File: config.mk
export PLATFORM = sky130hd
export DESIGN_NAME = tmr1_peripheral_flat
export DESIGN_NICKNAME = d
export VERILOG_FILES = /design/src/rtl/tmr1_peripheral_if.sv /design/src/rtl/tmr1_peripheral.sv /design/src/flat_wrapper.sv
export SDC_FILE = /design/constraint.sdc
export NUM_CORES = 1
export LEC_CHECK = 0
export CORE_MARGIN = 2
export CORE_UTILIZATION = 47
export CTS_CLUSTER_DIAMETER = 80
export DETAILED_ROUTE_END_ITERATION = 16
export GPL_TIMING_DRIVEN = 0
export PLACE_DENSITY_LB_ADDON = 0.2
export SLEW_MARGIN = 20
export SYNTH_ARGS = -nofsm -noshare
export SYNTH_HDL_FRONTEND = slang
export SYNTH_SLANG_ARGS = --single-unit
export TNS_END_PERCENT = 30
File: constraint.sdc
create_clock -name clk -period 1.67 [get_ports clk]
set_input_delay 0.334 -clock clk [delete_from_list [all_inputs] [get_ports clk]]
set_output_delay 0.334 -clock clk [all_outputs]
set_load 0.02 [all_outputs]
File: src/rtl/tmr1_peripheral_if.sv
// Register-file bus between the core and the TMR1 peripheral.
//   extern_peripherals_addr     : core register-file address
//   extern_peripherals_data_in  : core write data
//   extern_peripherals_wr_en    : one-clk file-register write strobe
//   extern_peripherals_data_out : read data, 8'h00 when not selected
//   tmr1_sel                    : address hits one of the TMR1 registers
// master = core side, slave = peripheral side.
interface tmr1_peripheral_if;
   localparam int unsigned ADDR_W = 9;
   localparam int unsigned DATA_W = 8;

   logic [ADDR_W-1:0] extern_peripherals_addr;
   logic [DATA_W-1:0] extern_peripherals_data_in;
   logic              extern_peripherals_wr_en;
   logic [DATA_W-1:0] extern_peripherals_data_out;
   logic              tmr1_sel;

   modport master (
      output extern_peripherals_addr,
      output extern_peripherals_data_in,
      output extern_peripherals_wr_en,
      input  extern_peripherals_data_out,
      input  tmr1_sel
   );

   modport slave (
      input  extern_peripherals_addr,
      input  extern_peripherals_data_in,
      input  extern_peripherals_wr_en,
      output extern_peripherals_data_out,
      output tmr1_sel
   );
endinterface

File: src/rtl/tmr1_peripheral.sv
// TMR1 peripheral: 16-bit timer/counter {TMR1H,TMR1L} with 1/2/4/8 prescaler
// and T1CON control, mapped into the core register file.
// Ports:
//   clk           : system clock, rising edge
//   rst           : asynchronous active-low reset
//   clkout        : core clk/4 instruction-cycle signal (internal count source)
//   t1cki         : external count clock (only with TMR1_EXT_CLK_EN)
//   tmr1if_set_en : one-clk pulse on counter overflow (sets PIR1.TMR1IF)
//   bus           : register-file bus (tmr1_peripheral_if.slave)
// Build option: define TMR1_EXT_CLK_EN to count synchronized t1cki rising edges
// when TMR1CS=1; without it TMR1CS is storage only and selects no events.
module tmr1_peripheral #(
   parameter logic [8:0] TMR1L_ADDR = 9'h00E,
   parameter logic [8:0] TMR1H_ADDR = 9'h00F,
   parameter logic [8:0] T1CON_ADDR = 9'h010
) (
   input  logic               clk,
   input  logic               rst,
   input  logic               clkout,
   input  logic               t1cki,
   output logic               tmr1if_set_en,
   tmr1_peripheral_if.slave   bus
);
   localparam int unsigned DATA_W = 8;
   localparam int unsigned CNT_W  = 16;
   localparam int unsigned PS_W   = 3;
   localparam logic [DATA_W-1:0] T1CON_WMASK = 8'h37;

   logic [DATA_W-1:0] tmr1l;
   logic [DATA_W-1:0] tmr1h;
   logic [DATA_W-1:0] t1con;
   logic [PS_W-1:0]   presc;
   logic              clkout_q;

   logic sel_l_c, sel_h_c, sel_c_c;
   logic wr_l_c, wr_h_c, wr_c_c;
   logic tick_c, ext_evt_c, src_evt_c, step_c, inc_c;
   logic [PS_W-1:0] ps_mask_c;

   // Address decode and write strobes
   assign sel_l_c = (bus.extern_peripherals_addr == TMR1L_ADDR);
   assign sel_h_c = (bus.extern_peripherals_addr == TMR1H_ADDR);
   assign sel_c_c = (bus.extern_peripherals_addr == T1CON_ADDR);
   assign bus.tmr1_sel = sel_l_c | sel_h_c | sel_c_c;

   assign wr_l_c = bus.extern_peripherals_wr_en & sel_l_c;
   assign wr_h_c = bus.extern_peripherals_wr_en & sel_h_c;
   assign wr_c_c = bus.extern_peripherals_wr_en & sel_c_c;

   // Read mux, unbuffered
   always_comb begin
      bus.extern_peripherals_data_out = '0;
      if (sel_l_c)      bus.extern_peripherals_data_out = tmr1l;
      else if (sel_h_c) bus.extern_peripherals_data_out = tmr1h;
      else if (sel_c_c) bus.extern_peripherals_data_out = t1con;
   end

   // Internal tick: first clk cycle with clkout high after being low
   assign tick_c = clkout & ~clkout_q;

`ifdef TMR1_EXT_CLK_EN
   // [0],[1] synchronizer stages, [2] previous synchronized value for edge detect
   logic [2:0] t1_sync;

   always_ff @(posedge clk or negedge rst) begin
      if (!rst) t1_sync <= '0;
      else      t1_sync <= {t1_sync[1:0], t1cki};
   end

   assign ext_evt_c = t1_sync[1] & ~t1_sync[2];
`else
   logic t1cki_unused;
   assign t1cki_unused = t1cki;
   assign ext_evt_c    = 1'b0;
`endif

   assign src_evt_c = t1con[1] ? ext_evt_c : tick_c;
   assign step_c    = t1con[0] & src_evt_c;

   // T1CKPS 0..3 -> mask 000/001/011/111
   assign ps_mask_c = {t1con[5] & t1con[4], t1con[5], t1con[5] | t1con[4]};
   assign inc_c     = step_c & ((presc & ps_mask_c) == ps_mask_c);

   // Registers, prescaler and counter; a TMR1L/H write overrides any increment
   always_ff @(posedge clk or negedge rst) begin
      if (!rst) begin
         tmr1l         <= '0;
         tmr1h         <= '0;
         t1con         <= '0;
         presc         <= '0;
         clkout_q      <= 1'b0;
         tmr1if_set_en <= 1'b0;
      end else begin
         clkout_q      <= clkout;
         tmr1if_set_en <= 1'b0;
         if (wr_c_c) t1con <= bus.extern_peripherals_data_in & T1CON_WMASK;
         if (wr_l_c || wr_h_c) begin
            if (wr_l_c) tmr1l <= bus.extern_peripherals_data_in;
            if (wr_h_c) tmr1h <= bus.extern_peripherals_data_in;
            presc <= '0;
         end else if (step_c) begin
            if (inc_c) begin
               presc          <= '0;
               {tmr1h, tmr1l} <= CNT_W'({tmr1h, tmr1l} + CNT_W'(1));
               tmr1if_set_en  <= &{tmr1h, tmr1l};
            end else begin
               presc <= PS_W'(presc + PS_W'(1));
            end
         end
      end
   end
endmodule

File: src/flat_wrapper.sv
// flat-port wrapper written by rule: the top's interface ports become plain ports
module tmr1_peripheral_flat 
#(
   parameter logic [8:0] TMR1L_ADDR = 9'h00E,
   parameter logic [8:0] TMR1H_ADDR = 9'h00F,
   parameter logic [8:0] T1CON_ADDR = 9'h010
)
  (clk, rst, clkout, t1cki, tmr1if_set_en, bus_extern_peripherals_addr, bus_extern_peripherals_data_in, bus_extern_peripherals_wr_en, bus_extern_peripherals_data_out, bus_tmr1_sel);
  tmr1_peripheral_if bus_i ();
  input  logic clk;
  input  logic rst;
  input  logic clkout;
  input  logic t1cki;
  output logic tmr1if_set_en;
  input wire logic [$bits(bus_i.extern_peripherals_addr)-1:0] bus_extern_peripherals_addr;
  input wire logic [$bits(bus_i.extern_peripherals_data_in)-1:0] bus_extern_peripherals_data_in;
  input wire logic [$bits(bus_i.extern_peripherals_wr_en)-1:0] bus_extern_peripherals_wr_en;
  output wire logic [$bits(bus_i.extern_peripherals_data_out)-1:0] bus_extern_peripherals_data_out;
  output wire logic [$bits(bus_i.tmr1_sel)-1:0] bus_tmr1_sel;
  assign bus_i.extern_peripherals_addr = bus_extern_peripherals_addr;
  assign bus_i.extern_peripherals_data_in = bus_extern_peripherals_data_in;
  assign bus_i.extern_peripherals_wr_en = bus_extern_peripherals_wr_en;
  assign bus_extern_peripherals_data_out = bus_i.extern_peripherals_data_out;
  assign bus_tmr1_sel = bus_i.tmr1_sel;
  tmr1_peripheral #(.TMR1L_ADDR(TMR1L_ADDR), .TMR1H_ADDR(TMR1H_ADDR), .T1CON_ADDR(T1CON_ADDR)) u_core (.clk(clk), .rst(rst), .clkout(clkout), .t1cki(t1cki), .tmr1if_set_en(tmr1if_set_en), .bus(bus_i));
endmodule
==> reports/results.md <==
* **max-capacitance violation count** 0
* **Chip Width** 65.1 um
* **mux contribution to synthesized area** 0.0947
* **unrepaired setup endpoints after global routing** yes
* **P per Cell Area** 540 nW/um^2
* **IO buf count** 29
* **Worst-Skew Late Latency** 0.28 ns
* **worst setup path start** u_core.clkout_q
* **series of cell instances along the critical path** nand4bb_4 -> a21oi_4 -> buf_6 -> buf_6 -> buf_6 -> buf_4 -> nand3_2 -> a21oi_2 -> o221a_2
* **net count reported at finish** 273
* **Top Ports** 32
* **share of post-route cells with drive strength above 1** 0.411
* **area share of fa/ha/maj cells after synthesis** 0.0142
* **H-tree depth reported by CTS** 1
* **clock-pin slew reported for the worst setup and hold paths after clock tree synthesis** 0.10 ns
* **number of standard-cell rows in the floorplan** 22
* **number of setup violations in the final report** 19
* **number of diodes added for antenna fixing** 0
* **instance area after placement** 2140 um^2
* **maximum fanout count along the critical path** 5
* **Seq cells post-synth** 26
* **Detailed Place HPWL** 3.52 mm
* **critical path endpoint category** register
* **Clk Tree Root Cell** clkbuf_8
* **CTS hold repair buffers** 0
* **number of buffers and inverters on the critical path** 4
* **placeable core area** 3630 um^2
* **Critical Path End** u_core.tmr1l[2]
* **cell with the largest stage delay on the worst path** dfrtp_1
* **Static Leak** 1.08 nW
* **post-layout worst setup margin** -0.0740 ns
* **total wirelength of the detailed-routed design** 5.73 mm
* **DR DRC count** 0
* **final clock skew** 0.00548 ns
* **total via count after detailed routing** 1,911
* **xor-xnor portion of the synthesized cell area** 0.00499
* **simple-gate share of the synthesized area** 0.316
* **weighted congestion at the end of routability-driven global placement** 0.979
* **Max VDD drop** 0.000393 V
* **number of clock sinks** 26
* **number of instances in the synthesized netlist** 192
* **r2r endpoint** u_core.tmr1l[2]
* **cell area after layout** 2550 um^2
* **worst min-delay path class** primary input to asynchronous set/reset pin
* **clock buffer count from CTS** 3
* **R2R setup slack** -0.07 ns
* **compound-gate portion of the synthesized area** 0.165
* **nets in the synthesized netlist** 216
* **first-pass GRT wire length** 8.83 mm
* **Global Route Usage Sum** 0.272
* **worst reg2reg path depth** 9
* **WL/cell** 19.4 um
* **critical path's top delay family** compound AO/OA/AOI/OAI gates
* **share of the clock period used by the worst path after layout** 1.04
* **Most Frequent Cell on Critical Path** buf_6
* **antenna violation net count after detailed routing** 0
* **Crit path depth** 9
* **CTS tree** yes
* **violations in the final reports** negative setup slack
* **maximum achievable frequency** 573 MHz
* **effective utilization at floorplan** 0.483
* **worst endpoint data arrival time** 1.96 ns
* **sequential-to-total area share from yosys stat** 0.370
* **initial antenna violation count** 0
* **DIE AREA** 4240 um^2
* **Max Root-Sink Buffers** 2
* **total number of yosys warnings** 0
* **Overflow after GRT** 0
* **final slew viol count** 0
* **number of DRC violations after detailed-routing iteration 0** 194
* **area of the mapped netlist** 1760 um^2
* **Slew Limit Headroom** 0.600
* **Least-Margin Pin Slew** 0.600 ns
* **final standard cell utilization of the core** 0.701
* **P&R area growth vs syn** 44.9%
* **synthesized area divided by synthesized cell count** 9.15 um^2
* **reg-to-reg startpoint** u_core.clkout_q
* **vertical extent of the die** 65.1 um
* **iteration count of the initial detailed-routing pass** 5
* **worst stage delay on the critical path** 0.38 ns
* **Netlist cell types** 50
* **WS Path Type** register to register
* **endpoint required time on the critical path** 1.89 ns
* **run status** finished, violations left
* **CP Launch Type** register
* **via/cell ratio** 6.46
* **maximum number of pins on one net before global-route repair** 27
* **via count of the first global-routing pass** 1,810
* **dominant combinational cell family by area after synthesis** simple AND/OR/NAND/NOR gates
* **final hold viol count** 0
* **post-route minimum period** 1.74 ns
-- cell usage after synthesis, drive strengths merged --
master / number / share of area
a21oi: 11 / 0.031
and3: 4 / 0.017
mux2i: 11 / 0.063
and4b: 1 / 0.0057
and2: 3 / 0.011
a221oi: 1 / 0.0050
o21a: 2 / 0.0085
o311ai: 4 / 0.020
a211oi: 2 / 0.0085
o22a: 1 / 0.0050
nand2b: 2 / 0.0071
ha: 2 / 0.014
mux2: 5 / 0.032
buf: 5 / 0.020
nor4b: 1 / 0.0050
nor4: 5 / 0.026
nor2: 14 / 0.030
or4b: 1 / 0.0057
clkbuf: 2 / 0.0043
or2: 1 / 0.0036
dfrtp: 26 / 0.37
o21ai: 8 / 0.023
a311oi: 1 / 0.0050
nand4bb: 1 / 0.016
nand2: 26 / 0.057
nand4: 9 / 0.036
a31oi: 1 / 0.0036
nand4b: 2 / 0.010
xor2: 1 / 0.0050
or4: 1 / 0.0064
nor2b: 1 / 0.0036
nand3: 14 / 0.050
inv: 5 / 0.011
o31ai: 1 / 0.0043
o221a: 3 / 0.019
o211ai: 4 / 0.020
o32ai: 1 / 0.0050
o22ai: 2 / 0.0071
nor3: 7 / 0.026
-- worst register-to-register path: stages, from the launching register on --
cell	delay, ns
dfrtp_1	0.38
nand4bb_4	0.27
a21oi_4	0.19
buf_6	0.14
buf_6	0.11
buf_6	0.10
buf_4	0.10
nand3_2	0.07
a21oi_2	0.14
o221a_2	0.19
-- layer usage --
metal	up-vias	GRT usage	routed length, um
met1	935	0.357	2190
li1	847	-	-
met2	104	0.451	2920
met4	0	0.115	209
met5	-	0	0
met3	25	0.0394	413
-- cell usage in the layout, fill, tap and decap left out, types with 4 or more instances in the layout --
master / instances
a21oi_1: 8
buf_2: 4
buf_4: 25
buf_6: 13
clkbuf_8: 5
clkdlybuf4s50_1: 10
dfrtp_1: 23
inv_1: 5
mux2_2: 5
mux2i_1: 11
nand2_1: 23
nand3_1: 10
nand4_1: 8
nor2_1: 10
nor3_1: 6
o21ai_2: 6
-- cell type report --
type	count	area, um^2
Tap cell	48	60.1
Timing Repair Buffer	52	465
Fill cell	279	1090
Sequential cell	26	654
Inverter	5	18.8
Clock buffer	4	55.1
Multi-Input combinational cell	155	1230
Buffer	6	58.8
-- power by group --
part	internal, mW	switching (mW)
Clock	0.211	0.209
Sequential	0.668	0.0572
Combinational	0.117	0.114
-- through the flow --
step	TNS (ns)	worst slack [ns]	hold slack (ns)	std cells	total power [mW]
final	-0.673	-0.0740	0.0494	296	1.38
after global routing	-2.24	-0.188	0.0944	296	1.43
after CTS	-0.295	-0.0829	0.0670	288	1.36
after detailed placement	-24.10	-1.16	0.374	269	0.923
after global placement	-24.45	-1.10	0.487	269	0.915
after floorplan	-0.371	-0.0709	0.0384	192	0.820
-- worst min-delay path by stage --
stage | endpoint | slack (ns)
final | u_core.t1con[0] | 0.05
after global routing | u_core.t1con[0] | 0.09
after CTS | u_core.t1con[0] | 0.07
after detailed placement | u_core.t1con[0] | 0.37
after global placement | u_core.t1con[2] | 0.49
after floorplan | u_core.clkout_q | 0.04
-- sequential cells by signal, summed over array words and instances (netlist names) --
| name | flops |
|---|---|
| u_core.tmr1h | 8 |
| u_core.t1con | 5 |
| u_core.presc | 3 |
| u_core.clkout_q | 1 |
| u_core.tmr1l | 8 |
| u_core.tmr1if_set_en | 1 |
-- cells by family (layout without fill, tap and decap cells) --
kind of cell    Yosys count  in the layout
compound gates           42             42
flops                    26             26
buf+inv                  12             67
fa+ha+maj                 2              2
mux                      16             16
simple gates             93             94
xor+xnor                  1              1
-- repair_timing --
action                                  in CTS  in global routing
cloned                                       1                  0
gates resized for setup                    107                 21
pin swaps                                   16                  9
setup buffers                               14                  9
endpoints found under the setup margin      31                 27
No activity file was read; power rests on OpenSTA's default activity.
